File: src/rtl/fetch_unit_pkg.sv
// Shared constants and FSM encoding for the instruction fetch stage.
package fetch_unit_pkg;

  localparam logic [15:0] RESET_PC     = 16'h0000;
  localparam logic [15:0] BUBBLE_INSTR = 16'h0000;
  localparam logic [15:0] BUBBLE_PC    = 16'h0000;
  localparam logic [3:0]  HLT_OPCODE   = 4'hF;

  // Fetch FSM encoding; the halted output mirrors this state directly.
  typedef enum logic {
    ST_RUN    = 1'b0,
    ST_HALTED = 1'b1
  } fetch_state_e;

  // Opcode lives in the top nibble of the instruction word.
  function automatic logic is_hlt(input logic [15:0] instr);
    return instr[15:12] == HLT_OPCODE;
  endfunction

endpackage

File: src/rtl/fetch_unit_if_id_reg.sv
// IF/ID pipeline register: reset > bubble > hold > load.
// A bubble is marked by pc_out == BUBBLE_PC (PC+1 of a real fetch is never 0,
// except for the word at 16'hFFFF, which is thereby squashed on purpose).
module if_id_reg
  import fetch_unit_pkg::*;
(
  input  logic        clk,
  input  logic        rst,
  input  logic        hold,
  input  logic        bubble,
  input  logic [15:0] instr_in,
  input  logic [15:0] pc_in,
  output logic [15:0] instr_out,
  output logic [15:0] pc_out
);

  logic [15:0] instr_d, instr_q;
  logic [15:0] pc_d, pc_q;

  // Next-state selection for the held instruction and its PC+1.
  always_comb begin
    instr_d = instr_q;
    pc_d    = pc_q;
    if (bubble) begin
      instr_d = BUBBLE_INSTR;
      pc_d    = BUBBLE_PC;
    end else if (!hold) begin
      instr_d = instr_in;
      pc_d    = pc_in;
    end
  end

  // Register update with synchronous reset to a bubble.
  always_ff @(posedge clk) begin
    if (rst) begin
      instr_q <= BUBBLE_INSTR;
      pc_q    <= BUBBLE_PC;
    end else begin
      instr_q <= instr_d;
      pc_q    <= pc_d;
    end
  end

  assign instr_out = instr_q;
  assign pc_out    = pc_q;

endmodule

File: src/rtl/fetch_unit.sv
// Instruction fetch stage: PC register, RUN/HALTED FSM and the IF/ID register.
// Per-cycle priority: rst > redirect > hlt > flush > stall > normal fetch.
// Once HALTED, only rst leaves the state; all other controls are ignored.
module fetch_unit
  import fetch_unit_pkg::*;
(
  input  logic        clk,
  input  logic        rst,
  input  logic        stall,
  input  logic        flush,
  input  logic        redirect,
  input  logic [15:0] redirect_pc,
  input  logic        hlt,
  output logic [15:0] im_addr,
  output logic        im_rd_en,
  input  logic [15:0] im_instr,
  output logic [15:0] instr_out,
  output logic [15:0] pc_out,
  output logic        halted
);

  fetch_state_e state_d, state_q;
  logic [15:0]  pc_d, pc_q;
  logic         halted_d, halted_q;
  logic [15:0]  pc_plus1;
  logic         ifid_bubble;
  logic         ifid_hold;

  // Wraps modulo 2^16 by width.
  assign pc_plus1 = pc_q + 16'd1;

  // Control decode: next PC, next FSM state and IF/ID hold/bubble requests.
  always_comb begin
    pc_d        = pc_q;
    state_d     = state_q;
    halted_d    = halted_q;
    ifid_bubble = 1'b0;
    ifid_hold   = 1'b0;
    case (state_q)
      ST_RUN: begin
        if (redirect) begin
          pc_d        = redirect_pc;
          ifid_bubble = 1'b1;
        end else if (hlt) begin
          state_d     = ST_HALTED;
          halted_d    = 1'b1;
          ifid_bubble = 1'b1;
        end else if (flush) begin
          ifid_bubble = 1'b1;
        end else if (stall) begin
          ifid_hold   = 1'b1;
        end else begin
          pc_d        = pc_plus1;
        end
      end
      ST_HALTED: begin
        ifid_bubble = 1'b1;
      end
      default: begin
        state_d     = ST_RUN;
        halted_d    = 1'b0;
        ifid_bubble = 1'b1;
      end
    endcase
  end

  // PC and FSM registers with synchronous reset into RUN at RESET_PC.
  always_ff @(posedge clk) begin
    if (rst) begin
      pc_q     <= RESET_PC;
      state_q  <= ST_RUN;
      halted_q <= 1'b0;
    end else begin
      pc_q     <= pc_d;
      state_q  <= state_d;
      halted_q <= halted_d;
    end
  end

  if_id_reg u_if_id_reg (
    .clk       (clk),
    .rst       (rst),
    .hold      (ifid_hold),
    .bubble    (ifid_bubble),
    .instr_in  (im_instr),
    .pc_in     (pc_plus1),
    .instr_out (instr_out),
    .pc_out    (pc_out)
  );

  assign im_addr  = pc_q;
  assign im_rd_en = (state_q == ST_RUN) && !rst;
  assign halted   = halted_q;

endmodule

File: config.mk
export PLATFORM = sky130hd
export DESIGN_NAME = fetch_unit
export DESIGN_NICKNAME = d
export VERILOG_FILES = /design/src/rtl/fetch_unit_pkg.sv /design/src/rtl/fetch_unit_if_id_reg.sv /design/src/rtl/fetch_unit.sv
export SDC_FILE = /design/constraint.sdc
export NUM_CORES = 1
export LEC_CHECK = 0
export ABC_CLOCK_PERIOD_IN_PS = 6300
export BUFFER_PORTS_ARGS = -buffer_cell sky130_fd_sc_hd__buf_2
export CAP_MARGIN = 20
export CELL_PAD_IN_SITES_DETAIL_PLACEMENT = 0
export CELL_PAD_IN_SITES_GLOBAL_PLACEMENT = 2
export CORE_ASPECT_RATIO = 1.25
export CORE_MARGIN = 8
export CORE_UTILIZATION = 30
export CTS_CLUSTER_DIAMETER = 40
export DETAILED_ROUTE_END_ITERATION = 7
export PLACE_DENSITY = 0.9
export SKIP_CTS_REPAIR_TIMING = 1
export SLEW_MARGIN = 40
export SYNTH_ARGS = -nofsm -noshare
export SYNTH_HDL_FRONTEND = slang
export SYNTH_SLANG_ARGS = --single-unit
File: constraint.sdc
create_clock -name clk -period 6.3 [get_ports clk]
set_clock_uncertainty 0.05 [all_clocks]
set_input_delay 1.89 -clock clk [delete_from_list [all_inputs] [get_ports clk]]
set_output_delay 1.89 -clock clk [all_outputs]
set_load 0.05 [all_outputs]
## Word level (Yosys, flattened, before mapping)

Cells that the tools add are included.

| operators by class | value |
|---|---|
| add/sub/neg operators | 1 |
| eq/ne operators | 3 |
| mux-type cells | 16 |
| bitwise operators | 2 |
| reductions and logical operators | 5 |

Operator list:

| operator | count |
|---|---|
| $mux W16 | 4 |
| $add A16 B1 Y16 const B | 1 |
| $mux W1 | 11 |
| $ne A2 B1 Y1 const B | 2 |
| $reduce_and A4 Y1 | 1 |
| $reduce_and A3 Y1 | 1 |
| $ne A2 B2 Y1 const B | 1 |
| $not A1 Y1 | 2 |
| $pmux W1 S2 | 1 |
| $reduce_or A2 Y1 | 1 |
| $logic_and A1 B1 Y1 | 1 |
| $logic_not A1 Y1 | 1 |

| word-level totals | value |
|---|---|
| bits in registers | 50 |
| output and inout bits | 50 |
| word-level logic and storage cells | 32 |

## Longest topological paths before layout

| depth | value |
|---|---|
| depth after elaboration | 5 |
| gate-level depth with buffers | 6 |
| gate-level depth less buffers | 5 |

## Modules after synthesis

From an unflattened synthesis, not the netlist that was laid out.

| unflattened totals | value |
|---|---|
| cell total of the unflattened synthesis | 285 |
| area, all modules | 2479.9 um2 |

Modules (own cells, without submodules):

| module | times used | cells each | area each (um2) | sequential area each (um2) |
|---|---|---|---|---|
| fetch_unit | 1 | 180 | 1323.8 | 360.3 |
| if_id_reg | 1 | 105 | 1156.1 | 640.6 |

## Worst setup path after synthesis

OpenSTA, ideal clock, no wires.

| timing | value |
|---|---|
| path type | input -> output |
| from | in rst |
| to | out im_rd_en |
| arrival time | 2935 ps |
| setup slack | 1425 ps |
| cell stages on the path | 3 |
| path buffers | 2 |
| cells stage by stage | clkbuf_1 buf_1 nor2_1 |

| on the way | value |
|---|---|
| cells in the longest elaborated chain, start to end | 2 |

Ends and longest elaborated chain:

| what | line | text |
|---|---|---|
| from (decl) | fetch_unit.sv:8 | `input logic rst,` |
| $logic_not A1 Y1 | fetch_unit.sv:92 | `assign im_rd_en = (state_q == ST_RUN) && !rst;` |
| $logic_and A1 B1 Y1 | fetch_unit.sv:92 |  |
| to (decl) | fetch_unit.sv:15 | `output logic im_rd_en,` |

Every way passes these cells.

## Final worst setup path

Ends and elaborated chain as after synthesis.

==> Flow_metrics.wiki <==
{| class="wikitable"
! Metric !! Value
|-
| Outcome || completed
|-
| Arrival @ worst endpoint || 2.53 ns
|-
| Overall fraction of global-route tracks in use || 13.3%
|-
| Worst-case register-to-register setup slack || 3.93 ns
|-
| Seq/Total Area, Yosys || 42.4%
|-
| Setup Viol. Count Final || 0
|-
| Initial antenna violation count || 1
|-
| Total count of hold-check failures in the final report || 0
|-
| Area occupied by multi-input gates || 1210 um^2
|-
| Pin count of the biggest net entering global routing || 41
|-
| Final cell area excluding filler cells || 2980 um^2
|-
| Total count of max-transition violations in the final report || 0
|-
| Clock tree from TritonCTS || yes
|-
| Peak supply drop || 0.124 mV
|-
| Average cell area after synthesis || 8.67 um^2
|-
| Tcrit/Tclk final || 71.0%
|-
| Last element of the critical path || im_rd_en
|-
| Total CTS buffers || 5
|-
| Number of violations of the max-capacitance limit || 0
|-
| Setup TNS Final || 0 ns
|-
| Post-DP HPWL || 5.36 mm
|-
| Routed Wire Length || 7.21 mm
|-
| Share of the core filled with cells in the final layout || 38.7%
|-
| Post-DR vias/cell || 5.12
|-
| Slew at the pin closest to its max-slew limit || 0.696 ns
|-
| End of the worst register-to-register path || im_addr[14]
|-
| Clock Root Buffer || sky130_fd_sc_hd__clkbuf_8
|-
| Sum of internal, switching and leakage power || 0.674 mW
|-
| Type of the most critical hold path || reg -> reg
|-
| Reported leakage power || 1.27 nW
|-
| Global route total overflow || 0
|-
| Startpoint of the worst-slack reg-to-reg timing path || im_addr[0]
|-
| Sort of element at the end of the critical path || output port
|-
| CTS sink count || 50
|-
| First element of the critical path || rst
|-
| Largest area contributor in the netlist || sky130_fd_sc_hd__dfxtp_1
|-
| Ant diodes || 0
|-
| Number of port buffers || 87
|-
| Post-DRT Antenna Nets || 0
|-
| Setup repair after global routing missed its margin || false
|-
| Area overhead of the layout relative to synthesis || 26.5%
|-
| Maximum buffer depth of the clock tree || 2
|-
| Horiz. Die Dim || 95.3 um
|-
| Area share of the largest cell type after synthesis || 42.4%
|-
| Post-Synthesis Net Count || 311
|-
| Share of flip-flops with an asynchronous set or reset || 0%
|-
| Max-slew headroom || 53.6%
|-
| Type of the setup path with the least slack || in -> out
|-
| Routed length per placed instance || 16.3 um
|-
| Fmax achieved || 224 MHz
|-
| Worst Path Required || 4.36 ns
|-
| Layout cell share with drive strength beyond 1 || 30.2%
|-
| Number of DRC violations after detailed-routing iteration 0 || 140
|-
| Clock period minus final worst setup slack || 4.47 ns
|-
| Crit-path max FO || 22
|-
| Worst hold margin || 0.419 ns
|-
| Most frequent cells after synthesis || sky130_fd_sc_hd__dfxtp_1, sky130_fd_sc_hd__nor2_1, sky130_fd_sc_hd__mux2i_1
|-
| Top area cells in the synthesized netlist || sky130_fd_sc_hd__dfxtp_1, sky130_fd_sc_hd__mux2i_1, sky130_fd_sc_hd__nor2_1
|-
| Number of rows created at floorplan || 36
|-
| Total iterations of the first detailed-routing run || 4
|-
| Insertion delay of the later-clocked pin in the worst-skew pair || 0.30 ns
|-
| Vias post-DR || 2270
|-
| Unique cell type count in the Yosys netlist || 46
|-
| Post-route DRC violation count || 0
|-
| Pre-CTS setup slack || 1.82 ns
|-
| Global-route wire length before repair || 11.7 mm
|-
| Final WS setup || 1.83 ns
|-
| Register bit count reported by yosys || 50
|-
| Number of fillers in the final layout || 796
|-
| Cell Area, Synth || 2360 um^2
|-
| Die Area || 11000 um^2
|-
| Effective utilization at floorplan || 30.6%
|-
| NumNets Final || 386
|-
| Yosys synthesis warning count || 0
|-
| PwrDens || 226 nW/um^2
|-
| Total area of sequential cells || 1000 um^2
|-
| Die boundary height || 115 um
|-
| RD Place Congestion || 0.822
|-
| Critical path launch point type || input pin
|-
| Number of placed instances, taps included || 435
|-
| Logic depth of the worst register-to-register path || 5
|-
| Most frequent cell after synthesis || sky130_fd_sc_hd__dfxtp_1
|-
| Core ar. || 7700 um^2
|-
| IO Count || 88
|-
| Clock slew seen by the registers of the worst setup and hold paths || 0.09 ns
|-
| Count of mapped cells out of synthesis || 272
|-
| Number of global-route vias before repair || 2343
|-
| H-tree depth || 2
|-
| Post-Layout Cell Count || 443
|-
| Placed inst area || 2880 um^2
|-
| Number of synthesized flops with an enable pin || 0
|-
| Most used flip-flop cell after synthesis || sky130_fd_sc_hd__dfxtp_1
|}
[power breakdown]
part / switching, mW / total, mW / leakage (nW) / internal [mW]
combinational: 0.0804 / 0.123 / 0.812 / 0.0424
clock: 0.116 / 0.206 / 0.0478 / 0.0907
sequential: 0.0182 / 0.344 / 0.406 / 0.326
total: 0.214 / 0.674 / 1.27 / 0.459
[cell type report]
class / instances / share of cell area (%)
multi-input combinational: 185 / 40.6
sequential: 50 / 33.6
timing repair buffer: 90 / 16.7
tap: 95 / 3.98
clock buffer: 6 / 2.77
inverter: 15 / 1.89
clock inverter: 2 / 0.545
[sequential cells by signal, summed over array words and instances (netlist names)]
signal                 cells
u_if_id_reg.pc_out        16
halted                     1
state_q                    1
u_if_id_reg.instr_out     16
im_addr                   16
[cells in the final DEF, fill, tap and decap left out, drive strengths merged, types with 4 or more instances in the layout]
cell type	count
dfxtp	50
xnor2	9
a21oi	13
nor2	36
buf	90
inv	14
o21ai	7
nor3	5
clkbuf	6
a221oi	10
nand3	10
a31oi	7
nand2	14
nand4	8
o41ai	4
mux2i	20
[logic make-up after synthesis]
logic type	after synthesis	synth area share [%]
AND/OR/NAND/NOR	93	20.0
multiplexers	20	8.49
adder cells (fa/ha/maj)	1	0.530
XOR/XNOR	12	4.46
AO/OA/AOI/OAI	59	17.7
flip-flops	50	42.4
buffers and inverters	37	6.37
[per-layer routing]
layer  global-route usage, %  wire length, um
met1                    15.1             2930
met2                    22.8             3540
met3                    4.38              614
met4                    4.18              112
met5                       0                8
[how the worst min path moves through the flow]
stage                                start                     end  slack, ns  cells past startpoint
floorplan                          state_q             im_addr[11]       0.60                      2
finish                              halted                  halted       0.42                      2
CTS                 u_if_id_reg.pc_out[15]  u_if_id_reg.pc_out[15]       0.42                      2
global placement                    halted                  halted       0.40                      2
detailed placement                  halted                  halted       0.41                      2
global route         u_if_id_reg.pc_out[9]   u_if_id_reg.pc_out[9]       0.45                      2
[critical path, cell delays in order]
cell                     delay, ns
sky130_fd_sc_hd__buf_2        0.34
sky130_fd_sc_hd__nor2_1       0.07
sky130_fd_sc_hd__buf_2        0.22
(Power assumes the default switching activity.)
